## config.mk

```make
export PLATFORM = sky130hd
export DESIGN_NAME = unidade_io
export DESIGN_NICKNAME = d
export VERILOG_FILES = /design/src/rtl/unidade_io.sv
export SDC_FILE = /design/constraint.sdc
export NUM_CORES = 1
export LEC_CHECK = 0
export ABC_AREA = 1
export CAP_MARGIN = 20
export CORE_ASPECT_RATIO = 1.25
export CORE_MARGIN = 2
export CORE_UTILIZATION = 30
export CTS_CLUSTER_DIAMETER = 150
export DETAILED_ROUTE_END_ITERATION = 8
export PLACE_DENSITY_LB_ADDON = 0.2
export SLEW_MARGIN = 5
export SYNTH_ARGS = -nofsm -noshare
export SYNTH_HDL_FRONTEND = slang
export SYNTH_SLANG_ARGS = --single-unit
```

## constraint.sdc

```tcl
create_clock -name clk -period 2.45 [get_ports clk]
set_clock_uncertainty 0.05 [all_clocks]
set_input_delay 0.245 -clock clk [delete_from_list [all_inputs] [get_ports clk]]
set_output_delay 0.245 -clock clk [all_outputs]
set_load 0.03 [all_outputs]
```

## src/rtl/unidade_io.sv

```systemverilog
// Processor I/O unit: blocking IN from board switches gated by a debounced
// confirm button, and a registered OUT port that drives the display.
module unidade_io #(
  parameter int unsigned DEB_CYCLES = 4
) (
  input  logic        clk,
  input  logic        rst,
  input  logic        IOE,
  input  logic        IOsel,
  input  logic        stall,
  input  logic [15:0] switches,
  input  logic        btn_ok,
  input  logic [31:0] rs_data,
  output logic [31:0] in_data,
  output logic        hold,
  output logic [31:0] out_reg,
  output logic        out_valid
);

  localparam logic [19:0] DEB_LAST = 20'(DEB_CYCLES - 1);

  typedef enum logic [1:0] {
    IDLE,
    WAIT_REL,
    WAIT_PRESS,
    DONE
  } state_t;

  state_t      r_state;
  state_t      w_next;
  logic        r_sync0;
  logic        r_sync1;
  logic        r_btn_db;
  logic [19:0] r_deb_cnt;
  logic [31:0] r_in_data;
  logic [31:0] r_out_reg;
  logic        r_out_valid;
  logic        w_in_req;
  logic        w_out_req;
  logic        w_capture;

  assign w_in_req  = IOE & IOsel & stall;
  assign w_out_req = IOE & ~IOsel;

  // Debouncer runs regardless of IOE; a level is accepted after DEB_CYCLES
  // consecutive synchronized samples that differ from the accepted level.
  always_ff @(posedge clk or posedge rst) begin
    if (rst) begin
      r_sync0   <= 1'b0;
      r_sync1   <= 1'b0;
      r_btn_db  <= 1'b0;
      r_deb_cnt <= '0;
    end else begin
      r_sync0 <= btn_ok;
      r_sync1 <= r_sync0;
      if (r_sync1 == r_btn_db) begin
        r_deb_cnt <= '0;
      end else if (r_deb_cnt == DEB_LAST) begin
        r_btn_db  <= ~r_btn_db;
        r_deb_cnt <= '0;
      end else begin
        r_deb_cnt <= r_deb_cnt + 20'd1;
      end
    end
  end

  always_ff @(posedge clk or posedge rst) begin
    if (rst) begin
      r_state <= IDLE;
    end else begin
      r_state <= w_next;
    end
  end

  // Wait states are frozen while IOE=0; with IOE=1 a dropped request aborts.
  always_comb begin
    w_next    = r_state;
    w_capture = 1'b0;
    case (r_state)
      IDLE: begin
        if (w_in_req) begin
          w_next = r_btn_db ? WAIT_REL : WAIT_PRESS;
        end
      end
      WAIT_REL: begin
        if (IOE) begin
          if (!w_in_req) begin
            w_next = IDLE;
          end else if (!r_btn_db) begin
            w_next = WAIT_PRESS;
          end
        end
      end
      WAIT_PRESS: begin
        if (IOE) begin
          if (!w_in_req) begin
            w_next = IDLE;
          end else if (r_btn_db) begin
            w_next    = DONE;
            w_capture = 1'b1;
          end
        end
      end
      DONE: begin
        w_next = IDLE;
      end
      default: begin
        w_next = IDLE;
      end
    endcase
  end

  always_ff @(posedge clk or posedge rst) begin
    if (rst) begin
      r_in_data   <= '0;
      r_out_reg   <= '0;
      r_out_valid <= 1'b0;
    end else begin
      if (w_capture) begin
        r_in_data <= {16'h0000, switches};
      end
      if (w_out_req) begin
        r_out_reg <= rs_data;
      end
      r_out_valid <= w_out_req;
    end
  end

  assign hold      = w_in_req & (r_state != DONE) & ~rst;
  assign in_data   = r_in_data;
  assign out_reg   = r_out_reg;
  assign out_valid = r_out_valid;

endmodule

```

# Word level (Yosys, flattened, before mapping)
# Cells that the tools add are included.
[classes]
addsub = 1
eq_ne = 11
n_mux = 15
n_bitwise = 9
n_reduce_logical = 3
[op_table]
columns = ["op", "count"]
rows = [
  ["two-way mux 20 bit", 2],
  ["adder 20 x 1 -> 20 bit, second input constant", 1],
  ["equality test 20 x 2 -> 1 bit, second input constant", 1],
  ["two-way mux 2 bit", 8],
  ["inequality test 2 bit, second input constant", 4],
  ["one-hot mux 2 bit (4 select lines)", 1],
  ["inequality test 3 bit, second input constant", 2],
  ["AND 1 bit", 5],
  ["AND reduction 5 bit", 1],
  ["equality test 2 bit, second input constant", 2],
  ["two-way mux 1 bit", 4],
  ["inverter 1 bit", 4],
  ["equality test 2 x 1 -> 1 bit, second input constant", 1],
  ["zero test 2 bit", 1],
  ["AND reduction 2 bit", 1],
  ["equality test 1 bit", 1],
]
[totals]
ff_bits = 74
inputBits = 54
wordCells = 47

# Depth between registers and ports, before layout
[depth]
word_depth = 5
depth_mapped = 9
ltp_nobuf = 9

# Least setup slack after synthesis
# Ideal clock, no wire load.
[synth_timing]
path_type = "flip-flop to output port"
start = "register r_state[0]"
end = "output port hold"
arrival_ps = 1034
required_ps = 2155
slack_ps = 1121
stages_incl_launch_ff = 4
path_buffers = 0
path_cell_list = "dfrtp_1 -> a21oi_1 -> inv_1 -> nor2_1"
[synth_via]
elab_chain_len = 3
[synth_lines]
columns = ["element", "line", "rtl"]
rows = [
  ["start: declaration", "29", "state_t r_state;"],
  ["start signal: assignment", "71", "r_state <= w_next;"],
  ["inequality test 2 bit", "129", "assign hold = w_in_req & (r_state != DONE) & ~rst;"],
  ["AND 1 bit (2 in series)", "129", ""],
  ["end: declaration", "15", "output logic hold,"],
]
# No other way between the ends.

# Final worst setup path
[layout_timing]
start = "input port IOE"
end = "output port hold"
[layout_via]
elab_chain_len = 4
[layout_lines]
columns = ["element", "line", "rtl"]
rows = [
  ["start: declaration", "8", "input logic IOE,"],
  ["AND 1 bit (2 in series)", "42", "assign w_in_req = IOE & IOsel & stall;"],
  ["AND 1 bit (2 in series)", "129", ""],
]
# No other way between the ends.

==> flow_summary.toml <==
[floorplan]
rows = 43
io_pins = 120
dieArea_mm2 = 0.01242
dieWidth_um = 100.1
coreArea_mm2 = 0.01119
initial_core_util_pct = 30.93
fp.dieH_um = 124.1

[drt]
drc = 0
drt-initial-drc-count = 133
routed_wl_mm = 8.167
vias = 3014
vias_per_cell = 4.374
drt_pre_antenna_iters = 4
wl_per_cell_um = 11.85
drtAntennaViolNets = 0

[timing]
timing.setup.tns_ns = 0
hold_violations = 0
rsz0062_at_grt = "no"
setup_violations = 0
min_period_ns = 2.154
period_share_pct = 87.92
slew_viol_final = 0
worst_slack_ns = 0.2961
clock.fmax_ghz = 0.4643
tightestPinTransition_ns = 0.9760
max-slew-margin-rel_pct = 34.86

[synthesis]
syn_area_per_cell_um2 = 7.848
synth_area_mm2 = 0.003461
synthTopCellsByArea = "dfrtp_1, nand2_1, nor2_1, nand3_1, buf_4"
synth-seq-cells = 74
netlist_instances = 441
synth_largest_area_cell = "dfrtp_1"
synth_seq_area_share_pct = 53.51
synth_cell_types = 24
ys_warn_count = 0
synth.top_cell.area_share_pct = 53.51

[setup_path]
critical_path.startpoint_type = "primary input"
arrival_ns = 1.86
endpoint_kind = "output pin"
path_class = "in -> out"
cp_max_fo = 4
cp_data_required_time_ns = 2.15

[power_and_ir_drop]
power_density_mw_per_mm2 = 821.7
p_leak_nw = 2.357
total_power_mw = 4.037
peakVddDrop_v = 0.0003849

[status]
outcome = "finished, final reports clean"

[placement]
hpwlAfterDp_mm = 5.970
io_buffers = 103
dpl_worst_slack_ns = 0.2701
place_congestion = 0.8223
dp.cells = 673

[final_layout]
finalNonFillerCells = 689
area_delta_synth_final_pct = 41.97
drive_gt1_share_pct = 5.596
finalNetCount = 605
final_cell_mix = "nand2_1, clkdlybuf4s50_1, dfrtp_1, nor2_1, nand3_1"
antenna_cells = 0
largest_reg_flops = 32
mostFrequentLayoutCell = "nand2_1"

[global_route]
antenna_found_initial = 0
overflow = 0
grt_pass1_vias = 3048
track_usage_pct = 13.92
grt_max_degree = 39
grt_pass1_wl_mm = 13.75

[clock_tree]
h-tree-depth = 3
cts.path.max_buffers = 2
cts_resized = 0
cts_tree = "built"
root_buffer = "clkbuf_16"
clk_latency_ns = 0.33
cts_setup_buffers = 0
cts_buffers = 9
cts.clk_slew.worst_paths_ns = 0.06
cts.sink_count = 74
cts_hold_buf = 0

[flow_run]
cap_violations = 0

[hold_path]
min_path_type = "in -> async"
==> critical path, cell delays in order <==
cell	delay, ns
clkdlybuf4s50_1	0.53
nand3_1	0.11
a21oi_1	0.16
inv_1	0.06
nor2_1	0.08
clkdlybuf4s50_1	0.67
==> metrics by stage <==
stage                     util, %  hold slack [ns]  cell area [um^2]
after floorplan                 -           0.2264              3517
after detailed placement    41.08           0.2904              4597
final                       43.91           0.2340              4913
after global routing        43.91           0.2738              4913
after global placement      41.08           0.2901              4597
after CTS                   43.91           0.2610              4913
==> layout make-up <==
class                   count  area, um^2
clock buffers              13       270.3
clock inverters             3       46.29
fillers                  1166        6277
inverters                  30       112.6
multi-input cells         325        1375
flip-flops and latches     74        1852
well taps                 135       168.9
repair buffers            109        1089
==> path summary, 6_finish.rpt <==
kind,start,to,slack (ns),cells past startpoint
max in group asynchronous,rst,in_data[14]$_DFFE_PP0P_,1.51,3
min in group clk,r_sync0$_DFF_PP0_,r_sync1$_DFF_PP0_,0.30,0
setup reg to reg,r_deb_cnt[0]$_DFF_PP0_,r_deb_cnt[14]$_DFF_PP0_,0.99,6
hold reg to reg,r_sync0$_DFF_PP0_,r_sync1$_DFF_PP0_,0.30,0
hold / removal,rst,out_reg[2]$_DFFE_PP0P_,0.23,2
setup / recovery,IOE,hold,0.30,6
==> synth_stat cells <==
| cell | number |
|---|---|
| buf_4 | 16 |
| buf_2 | 7 |
| and2_1 | 2 |
| inv_2 | 2 |
| nor2_2 | 4 |
| conb_1 | 1 |
| inv_1 | 28 |
| nor2_1 | 53 |
| nor2_4 | 1 |
| o21bai_1 | 1 |
| ha_1 | 2 |
| o2111ai_1 | 1 |
| nand4_1 | 2 |
| nand3_1 | 32 |
| xor2_1 | 7 |
| o21ai_0 | 5 |
| clkbuf_1 | 3 |
| xnor2_1 | 2 |
| dfrtp_1 | 74 |
| a21oi_1 | 2 |
| nand2_2 | 2 |
| nor3_1 | 2 |
| buf_6 | 1 |
| nand2_1 | 191 |
==> routing by layer <==
metal / GRT usage, % / vias to the layer above / part of all wire, %
met2: 22.76 / 85 / 47
met3: 4.826 / 13 / 7.8
met1: 16.31 / 1382 / 43
met4: 6.935 / 0 / 2.0
met5: 0 / - / 0
li1: - / 1534 / -
==> power breakdown <==
group / internal (mW) / switching, mW
Clock: 0.874 / 0.500
Sequential: 1.40 / 0.134
Combinational: 0.439 / 0.689
==> kinds of logic after synthesis <==
logic type               count (synthesis)  synth area share [%]
other                                    1                0.1084
adder cells (fa/ha/maj)                  2                0.7230
AND/OR/NAND/NOR                        289                 33.51
AO/OA/AOI/OAI                            9                 1.482
buffers and inverters                   57                 8.388
flip-flops                              74                 53.51
XOR/XNOR                                 9                 2.278
Power figures use the tool's default switching activity.
